[src/rtl/cortexm0_pmu_pkg.sv]
// Shared types for the Cortex-M0 deep-sleep sequencer: FSM states, output
// bundle, counter sizing and the state-to-output decode.
package cortexm0_pmu_pkg;

  typedef enum logic [2:0] {
    ST_RUN     = 3'd0,
    ST_WICREQ  = 3'd1,
    ST_HOLD    = 3'd2,
    ST_GATED   = 3'd3,
    ST_WAKE    = 3'd4,
    ST_RELEASE = 3'd5
  } pmu_state_e;

  typedef struct packed {
    logic wicenreq;
    logic sleepholdreqn;
    logic gatehclk;
  } pmu_out_t;

  localparam int unsigned ACK_TIMEOUT_DEF = 16;
  localparam int unsigned WAKE_DELAY_DEF  = 4;

  function automatic int unsigned pmu_cnt_width(input int unsigned a,
                                                input int unsigned b);
    return $clog2((a > b) ? a : b) + 1;
  endfunction

  localparam int unsigned PMU_CNT_W = pmu_cnt_width(ACK_TIMEOUT_DEF, WAKE_DELAY_DEF);

  // GATEHCLK is only ever decoded high together with hold requested and WIC enabled.
  function automatic pmu_out_t pmu_decode(input pmu_state_e s);
    pmu_out_t o;
    o = '{wicenreq: 1'b0, sleepholdreqn: 1'b1, gatehclk: 1'b0};
    case (s)
      ST_WICREQ:  o = '{wicenreq: 1'b1, sleepholdreqn: 1'b1, gatehclk: 1'b0};
      ST_HOLD:    o = '{wicenreq: 1'b1, sleepholdreqn: 1'b0, gatehclk: 1'b0};
      ST_GATED:   o = '{wicenreq: 1'b1, sleepholdreqn: 1'b0, gatehclk: 1'b1};
      ST_WAKE:    o = '{wicenreq: 1'b1, sleepholdreqn: 1'b0, gatehclk: 1'b0};
      default:    o = '{wicenreq: 1'b0, sleepholdreqn: 1'b1, gatehclk: 1'b0};
    endcase
    return o;
  endfunction

endpackage

[src/rtl/cortexm0_pmu_cnt.sv]
// Loadable saturating up-counter with synchronous clear and terminal-count
// compare; shared by the WIC-ack timeout and the wake delay.
module cortexm0_pmu_cnt
  import cortexm0_pmu_pkg::*;
#(
  parameter int unsigned W = PMU_CNT_W
) (
  input  logic         clk,
  input  logic         rst,
  input  logic         clr,
  input  logic         load,
  input  logic         inc,
  input  logic [W-1:0] load_val,
  input  logic [W-1:0] tc_val,
  output logic         at_tc
);

  logic [W-1:0] cnt;

  always_ff @(posedge clk) begin
    if (rst || clr) begin
      cnt <= '0;
    end else if (load) begin
      cnt <= load_val;
    end else if (inc && (cnt != '1)) begin
      cnt <= cnt + 1'b1;
    end
  end

  always_comb begin
    at_tc = (cnt == tc_val);
  end

endmodule

[src/rtl/cortexm0_pmu_ctrl.sv]
// Deep-sleep entry/exit sequencer: WIC enable handshake, core sleep-hold
// handshake and HCLK gating. Sole owner of WICENREQ and GATEHCLK.
module cortexm0_pmu_ctrl
  import cortexm0_pmu_pkg::*;
#(
  parameter int unsigned ACK_TIMEOUT = ACK_TIMEOUT_DEF,
  parameter int unsigned WAKE_DELAY  = WAKE_DELAY_DEF
) (
  input  logic       FCLK,
  input  logic       RESET,
  input  logic       SLEEPING,
  input  logic       SLEEPDEEP,
  input  logic       DBGPWRUPREQ,
  input  logic       WICENACK,
  input  logic       WAKEUP,
  input  logic       SLEEPHOLDACKn,
  output logic       WICENREQ,
  output logic       SLEEPHOLDREQn,
  output logic       GATEHCLK,
  output logic [2:0] PMU_STATE,
  output logic       TIMEOUT_ERR
);

  localparam int unsigned CW = pmu_cnt_width(ACK_TIMEOUT, WAKE_DELAY);
  localparam logic [CW-1:0] ACK_TC  = CW'(ACK_TIMEOUT - 1);
  localparam logic [CW-1:0] WAKE_TC = CW'(WAKE_DELAY - 1);

  pmu_state_e    state;
  pmu_state_e    nxt;
  pmu_out_t      nxt_out;
  logic          block;
  logic          timeout;
  logic          cnt_clr;
  logic          cnt_inc;
  logic          at_tc;
  logic [CW-1:0] tc_sel;

  always_comb begin
    nxt     = state;
    timeout = 1'b0;
    case (state)
      ST_RUN: begin
        if (SLEEPING && SLEEPDEEP && !DBGPWRUPREQ && !block) nxt = ST_WICREQ;
      end
      ST_WICREQ: begin
        if (!SLEEPING || DBGPWRUPREQ) begin
          nxt = ST_RELEASE;
        end else if (WICENACK) begin
          nxt = ST_HOLD;
        end else if (at_tc) begin
          nxt     = ST_RELEASE;
          timeout = 1'b1;
        end
      end
      ST_HOLD: begin
        if (WAKEUP || DBGPWRUPREQ || !SLEEPING) begin
          nxt = ST_RELEASE;
        end else if (!SLEEPHOLDACKn) begin
          nxt = ST_GATED;
        end
      end
      ST_GATED: begin
        if (WAKEUP || DBGPWRUPREQ) nxt = ST_WAKE;
      end
      ST_WAKE: begin
        if (at_tc) nxt = ST_RELEASE;
      end
      ST_RELEASE: begin
        if (!WICENACK) nxt = ST_RUN;
      end
      default: nxt = ST_RUN;
    endcase
  end

  // Counter restarts on every state change, so entry into WICREQ/WAKE sees 0.
  always_comb begin
    cnt_clr = (nxt != state);
    cnt_inc = !cnt_clr && ((state == ST_WICREQ) || (state == ST_WAKE));
    tc_sel  = (state == ST_WAKE) ? WAKE_TC : ACK_TC;
    nxt_out = pmu_decode(nxt);
  end

  cortexm0_pmu_cnt #(
    .W (CW)
  ) u_cnt (
    .clk      (FCLK),
    .rst      (RESET),
    .clr      (cnt_clr),
    .load     (1'b0),
    .inc      (cnt_inc),
    .load_val ('0),
    .tc_val   (tc_sel),
    .at_tc    (at_tc)
  );

  // Outputs are registered from the next-state decode so they always match state.
  always_ff @(posedge FCLK) begin
    if (RESET) begin
      state         <= ST_RUN;
      WICENREQ      <= 1'b0;
      SLEEPHOLDREQn <= 1'b1;
      GATEHCLK      <= 1'b0;
      TIMEOUT_ERR   <= 1'b0;
      block         <= 1'b0;
    end else begin
      state         <= nxt;
      WICENREQ      <= nxt_out.wicenreq;
      SLEEPHOLDREQn <= nxt_out.sleepholdreqn;
      GATEHCLK      <= nxt_out.gatehclk;
      if (timeout) TIMEOUT_ERR <= 1'b1;
      if (!SLEEPING) begin
        block <= 1'b0;
      end else if (timeout) begin
        block <= 1'b1;
      end
    end
  end

  always_comb begin
    PMU_STATE = state;
  end

endmodule
[config.mk]
export PLATFORM = sky130hd
export DESIGN_NAME = cortexm0_pmu_ctrl
export DESIGN_NICKNAME = d
export VERILOG_FILES = /design/src/rtl/cortexm0_pmu_pkg.sv /design/src/rtl/cortexm0_pmu_cnt.sv /design/src/rtl/cortexm0_pmu_ctrl.sv
export SDC_FILE = /design/constraint.sdc
export NUM_CORES = 1
export LEC_CHECK = 0
export ABC_AREA = 1
export CAP_MARGIN = 20
export CORE_MARGIN = 2
export CORE_UTILIZATION = 40
export CTS_BUF_LIST = sky130_fd_sc_hd__clkbuf_8
export DETAILED_ROUTE_END_ITERATION = 8
export SYNTH_ARGS = -nofsm -noshare
export SYNTH_HDL_FRONTEND = slang
export SYNTH_SLANG_ARGS = --single-unit
export TNS_END_PERCENT = 20
[constraint.sdc]
create_clock -name FCLK -period 2 [get_ports FCLK]
set_input_delay 0.3 -clock FCLK [delete_from_list [all_inputs] [get_ports FCLK]]
set_output_delay 0.3 -clock FCLK [all_outputs]
set_load 0.05 [all_outputs]
==> results.md <==
- GRT Util Overall: 0.162
- Num rows: 16
- Sequential share of power: 0.430
- Seq. cell area: 260 sq um
- Register area share after synthesis: 0.306
- DR WL/cell: 10.8 microns
- CP bufs+invs: 1
- Reg clk slew, reported paths: 50 ps
- Max Cap Viol: 0
- DP Worst Slack: 36.7 ps
- CTS tree: done
- Worst Hold Class: flip-flop to flip-flop
- Initial Util: 0.429
- Skew-Pair Late Insertion Delay: 240 ps
- RePlAce Congestion: 0.910
- Post-CTS sizing: 0
- Crit-path slowest cell: clkdlybuf4s50_1
- Grt met2 use: 0.274
- Post-DP HPWL: 1470 microns
- I/O pin count: 15
- CP Cell Sequence: clkdlybuf4s50_1
- Slowest stage delay, CP: 860 ps
- Busiest layer in global routing: met2
- Die height: 50.1 microns
- Cts bufs inserted: 3
- Number of port buffers: 14
- Clock skew: 3.45 ps
- Met1 usage: 0.184
- Worst path required time: 1700 ps
- Area share of the largest cell type after synthesis: 0.306
- Die Area: 0.00251 sq mm
- Routed WL: 1790 microns
- Logic gate share of total power: 0.231
- Crit path launch type: flip-flop
- Final Hold Vio Count: 0
- CP endpoint kind: output port
- VDD IR-drop max: 0.466 mV
- Min setup slack post-route: 126 ps
- Fmax: 0.534 GHz
- Clock Sinks: 13
- Die X: 50.1 microns
- Max-slew violations: 0
- Inserted Diodes: 0
- Hold_buf cts: 0
- Internal Pwr Total: 0.000458 W
- Slew HR: 0.665
- Longest Clk Path Bufs: 2
- Vias/cell: 4.64
- Synth area leaders: dfxtp_1, nand2_1, inv_1, nand3_2, nor2_1
- GRT overflow: 0
- Sw frac: 0.290
- Layout cells sized above 1: 0.194
- Vias in the first global route: 775
- Setup_tns: 0 ps
- Post-synth cell types: 25
- H-tree lvl count: 1
- Final worst-path cycle share: 0.937
- Post-route ant nets: 0
- Root buffer cell: clkbuf_8
- CP top delay family: buffers and inverters
- Netlist Area Pre-Place: 850 sq um
- 1st-pass router iterations: 4
- Mean Syn Cell Area: 7.02 sq um
- Clock power frac: 0.338
- Initial antenna violation count: 0
- Max Fanout on Critical Path: 7
- First-pass GRT wire length: 3090 microns
- CP arrival: 1570 ps
- Multi-input logic area: 502 sq um
- GR Util met3: 0.0273
- Syn nets: 131
- Nets: 150
- Initial drt markers: 11
- Filler cells: 196
- Worst-Margin Slew: 502 ps
- CP Class: flip-flop to output port
- RSZ-0062 raised after global routing: no
- Area leader, netlist: dfxtp_1
- Final setup viols: 0
- Power per cell area: 605 mW/mm^2
- Largest net degree at the start of global routing: 9
- Min cycle time layout: 1870 ps
- Cells after Synth: 121
- Switching pwr: 0.000187 W
- Drt drc: 0
- Yosys warning count: 0
- Via count: 770
- Static leakage: 0.493 nW
- Status: finished, final reports clean
- Core Area: 0.00198 sq mm
- FF+latch count, synth: 13
- Postcts setup bufs: 0
- Tot Pwr: 0.000645 W
- Synthesis-to-layout area growth: 25.5%
==> synth_stat cells <==
cell type   n
nor2_1     10
nor3_2      1
ha_1        2
a21oi_2     2
nand2_1    28
inv_2       3
a21oi_1     4
xor2_1      2
inv_1      19
nor4_4      1
o211ai_1    1
nand2_4     1
a21oi_4     1
nand3_2     5
nor2_2      4
nand4_1     5
nand3b_1    1
mux2i_1     1
clkinv_2    1
nand3_1     6
xnor2_1     1
nand2_2     4
dfxtp_1    13
o21ai_0     3
nor3_1      2
==> final timing paths <==
kind	from	to	slack, ps	cells past startpoint
hold / removal	TIMEOUT_ERR	TIMEOUT_ERR	480	2
setup / recovery	PMU_STATE[1]	PMU_STATE[1]	130	1
hold reg to reg	TIMEOUT_ERR	TIMEOUT_ERR	480	2
setup reg to reg	PMU_STATE[0]	u_cnt.cnt[2]	320	12
==> per-stage QoR <==
step / instance area, sq um / utilization / hold WS [ps] / instances
3_3_place_gp: 1020 / 0.515 / 455 / 162
6_report: 1070 / 0.538 / 476 / 166
5_1_grt: 1070 / 0.538 / 494 / 166
2_1_floorplan: 850 / - / 372 / 121
3_5_place_dp: 1020 / 0.515 / 471 / 162
4_1_cts: 1070 / 0.538 / 479 / 166
==> final cells by class <==
class,count,area share
Clock inverter,1,0.00352
Clock buffer,3,0.0387
Sequential cell,13,0.244
Tap cell,27,0.0317
Timing Repair Buffer,14,0.129
Inverter,23,0.0822
Multi-Input combinational cell,85,0.471
==> per-layer routing <==
metal | vias up | share of wire
li1 | 421 | -
met1 | 335 | 0.49
met2 | 12 | 0.47
met3 | 2 | 0.033
met4 | 0 | 0.012
met5 | - | 0
==> power groups by stage <==
stage	clock network, W	registers (W)	logic [W]
floorplan	0	0.000304	0.0000825
global placement	0	0.000283	0.000147
detailed placement	0	0.000282	0.000149
CTS	0.000227	0.000277	0.000150
global route	0.000239	0.000279	0.000162
finish	0.000218	0.000277	0.000149
==> cells in the final DEF, fill, tap and decap left out <==
master	netlist	layout
o21ai_0	3	3
nor2_2	4	4
nand2_1	28	28
buf_4	0	1
nand3_1	6	6
dfxtp_1	13	13
nor4_4	1	1
nor2_1	10	10
inv_1	19	20
nand2_4	1	1
nor3_2	1	1
nand2_2	4	4
nand4_1	5	5
xor2_1	2	2
o211ai_1	1	1
a21oi_4	1	1
mux2i_1	1	1
ha_1	2	2
clkdlybuf4s50_1	0	13
a21oi_2	2	2
nand3_2	5	5
nor3_1	2	2
nand3b_1	1	1
clkbuf_8	0	3
a21oi_1	4	4
clkinv_2	1	1
inv_2	3	3
xnor2_1	1	1
==> cells by family (layout without fill, tap and decap cells) <==
family / Yosys count / count (layout) / synth area share
xor gates and xnor gates: 3 / 3 / 0.0309
muxes: 1 / 1 / 0.0118
DFF: 13 / 13 / 0.306
adders and majority gates: 2 / 2 / 0.0295
buffers and inverters: 23 / 41 / 0.103
and+or+nand+nor: 68 / 68 / 0.429
AOI/OAI and AO/OA: 11 / 11 / 0.0898
==> registers in the layout, indices dropped and copies added (netlist names) <==
register and cells:
u_cnt.cnt 5, PMU_STATE 3, GATEHCLK 1, SLEEPHOLDREQn 1
TIMEOUT_ERR 1, WICENREQ 1, block 1
(Power assumes the default switching activity.)
==> RTL change (same settings) <==
`ACK_TIMEOUT_DEF`: 16 -> 17.
--- a/src/rtl/cortexm0_pmu_pkg.sv
+++ b/src/rtl/cortexm0_pmu_pkg.sv
@@ -17,7 +17,7 @@
     logic gatehclk;
   } pmu_out_t;
 
-  localparam int unsigned ACK_TIMEOUT_DEF = 16;
+  localparam int unsigned ACK_TIMEOUT_DEF = 17;
   localparam int unsigned WAKE_DELAY_DEF  = 4;
 
   function automatic int unsigned pmu_cnt_width(input int unsigned a,
Formal check against the unedited RTL: no difference found for any inputs over 10 cycles, from zero or initial values and one cycle with RESET high; that may be too few to reach the edited logic, so the function may still have changed.
==> RTL change against the unedited design <==
Worst setup slack lost 17 ps. Clock skew decreased by 1.7 ps. Sequential cell count increased by 1. Synthesized area increased by 8.4%. Maximum frequency fell by 0.90%. Critical path depth unchanged. Routed wire length grew 17%. Synthesized cell count grew 8.3%. Design area rose by 14%. Critical endpoint unchanged.
Power is not compared: it rests on default switching activity, and its combinational part moved more than twofold at a synthesized area within 25%.
==> RTL change: results (changes against the unedited design) <==
Final layout
  – Fin nets: 166 (+11%)
  – Biggest register: u_cnt.cnt
  – Share of layout cells above drive strength 1: 26.28% (+6.9 points)
  – Largest register FFs: 6 (+1)
  – Antenna cells: 0 (unchanged)

Synth
  – Synth area leaders: dfxtp_1 (30%), nor2_1 (9.4%), nand2_1 (9.0%)
  – Cell variety after synth: 24 (-4.0%)
  – Most frequent cells after synthesis: nor2_1 (23), nand2_1 (22), inv_1 (16), dfxtp_1 (14), a21oi_1 (8)
  – Sequential share of the synthesized area: 30.43% (-0.20 points)
  – Synthesized instance count: 131 (+8.3%)
  – Ys async rst share: 0% (unchanged)
  – Synth Flop Type: dfxtp_1
  – Syn nets: 140 (+6.9%)
  – Synth warn: 0 (unchanged)

Worst setup path
  – Worst reg2reg startpoint: PMU_STATE[1]$_SDFF_PP0_
  – Peak per-stage delay on the critical path: 860 ps (about the same)
  – Cells on worst reg2reg path: 13 (+1)
  – Critical path endpoint: PMU_STATE[1]
  – Kind of cell adding the most delay to the critical path: buffers and inverters
  – Critical Path AT: 1590 ps (+20 ps)
  – R2R setup slack: 200 ps (-120 ps)
  – Reg2reg end: u_cnt.cnt[3]$_SDFFE_PP0P_

STA
  – Final setup fails: 0 (unchanged)
  – Fin crit period: 1891 ps (+17.10 ps)
  – Slew HR: 66.82% (+0.36 points)
  – Setup Skew: 1.782 ps (-1.664 ps)

GRT
  – Initial antenna violation count: 0 (unchanged)
  – Largest net degree at the start of global routing: 9 (unchanged)
  – Vias in the first global route: 885 (+14%)
  – First-pass GRT wire length: 3594 um (+16%)
  – Aggregate global-route resource usage: 17.67% (+1.5 points)

Clocking
  – Number of buffers created by CTS: 3 (unchanged)
  – Clock-pin slew on the worst setup and hold paths: about 60 ps
  – CTS max path bufs: 2 (unchanged)

Placement
  – Dpl cell area: 0.001144 mm^2 (+12%)
  – Setup WS pre-CTS: -122.2 ps (-158.8 ps)
  – Inst Count DP: 180 (+11%)
  – Routability-driven placement congestion ratio: 0.8344 (-8.3%)
  – Input/output buffers: 14 (unchanged)
  – HPWL after DPL: 1637 um (+12%)

Route
  – Vias per std cell: 4.902 (+5.7%)
  – Routed WL: 2095 um (+17%)
  – Drt pass-1 iters: 4 (unchanged)
  – Via count: 902 (+17%)

Min path
  – Hold Crit Class: reg -> reg

Outcome
  – Status: finished clean

Pwr
  – Lkg Pwr: ~0.54 nW
## RTL change: final cells by class
class / instances / area (um^2)
timing repair buffer: 21 / 187.7
clock buffer: 4 / 55.05
inverter: 17 / 63.81
tap: 28 / 35.03
sequential: 14 / 281.5
multi-input combinational: 100 / 593.1
fill: 213 / 974.7
## RTL change: per-stage QoR
stage	setup TNS (ps)	utilization [%]	total power, mW
2_1_floorplan	0	-	0.6841
3_3_place_gp	-118.2	52.20	0.8133
3_5_place_dp	-613.4	52.20	0.8256
4_1_cts	0	54.71	1.107
5_1_grt	0	55.51	1.175
6_report	0	55.51	1.112
## RTL change: power groups by stage
stage          combinational [mW]  sequential [mW]  clock [mW]
6_report                    0.501            0.336       0.276
3_5_place_dp                0.484            0.341           0
4_1_cts                     0.487            0.335       0.285
5_1_grt                     0.543            0.338       0.294
3_3_place_gp                0.473            0.340           0
2_1_floorplan               0.277            0.407           0
## RTL change: layer usage
metal | vias to the layer above | wire (um) | global-route usage (%)
met1 | 404 | 915 | 19.96
li1 | 471 | - | -
met4 | 0 | 23 | 6.579
met3 | 4 | 85 | 3.736
met2 | 23 | 1070 | 32.07
met5 | - | 0 | 0
## RTL change: cells by family (layout without fill, tap and decap cells)
| logic type | count (synthesis) | in the layout | share of synthesized area [%] |
|---|---|---|---|
| buffers and inverters | 17 | 42 | 6.929 |
| XOR/XNOR | 5 | 5 | 4.755 |
| AND/OR/NAND/NOR | 81 | 81 | 47.96 |
| AO/OA/AOI/OAI | 13 | 13 | 8.560 |
| adder cells (fa/ha/maj) | 1 | 1 | 1.358 |
| flip-flops | 14 | 14 | 30.43 |
## RTL change: timing repair
action	CTS	global route
setup endpoints to repair	0	6
setup buffers	0	0
resized for setup	0	5
## RTL change: worst min path at each step
| stage | startpoint | end | slack (ps) | cells past startpoint |
|---|---|---|---|---|
| 2_1_floorplan | RESET | PMU_STATE[1]$_SDFF_PP0_ | 370 | 1 |
| 3_3_place_gp | TIMEOUT_ERR$_SDFFE_PP0P_ | TIMEOUT_ERR$_SDFFE_PP0P_ | 460 | 2 |
| 3_5_place_dp | TIMEOUT_ERR$_SDFFE_PP0P_ | TIMEOUT_ERR$_SDFFE_PP0P_ | 470 | 2 |
| 4_1_cts | TIMEOUT_ERR$_SDFFE_PP0P_ | TIMEOUT_ERR$_SDFFE_PP0P_ | 480 | 2 |
| 5_1_grt | u_cnt.cnt[3]$_SDFFE_PP0P_ | u_cnt.cnt[3]$_SDFFE_PP0P_ | 530 | 2 |
| 6_report | TIMEOUT_ERR$_SDFFE_PP0P_ | TIMEOUT_ERR$_SDFFE_PP0P_ | 470 | 2 |
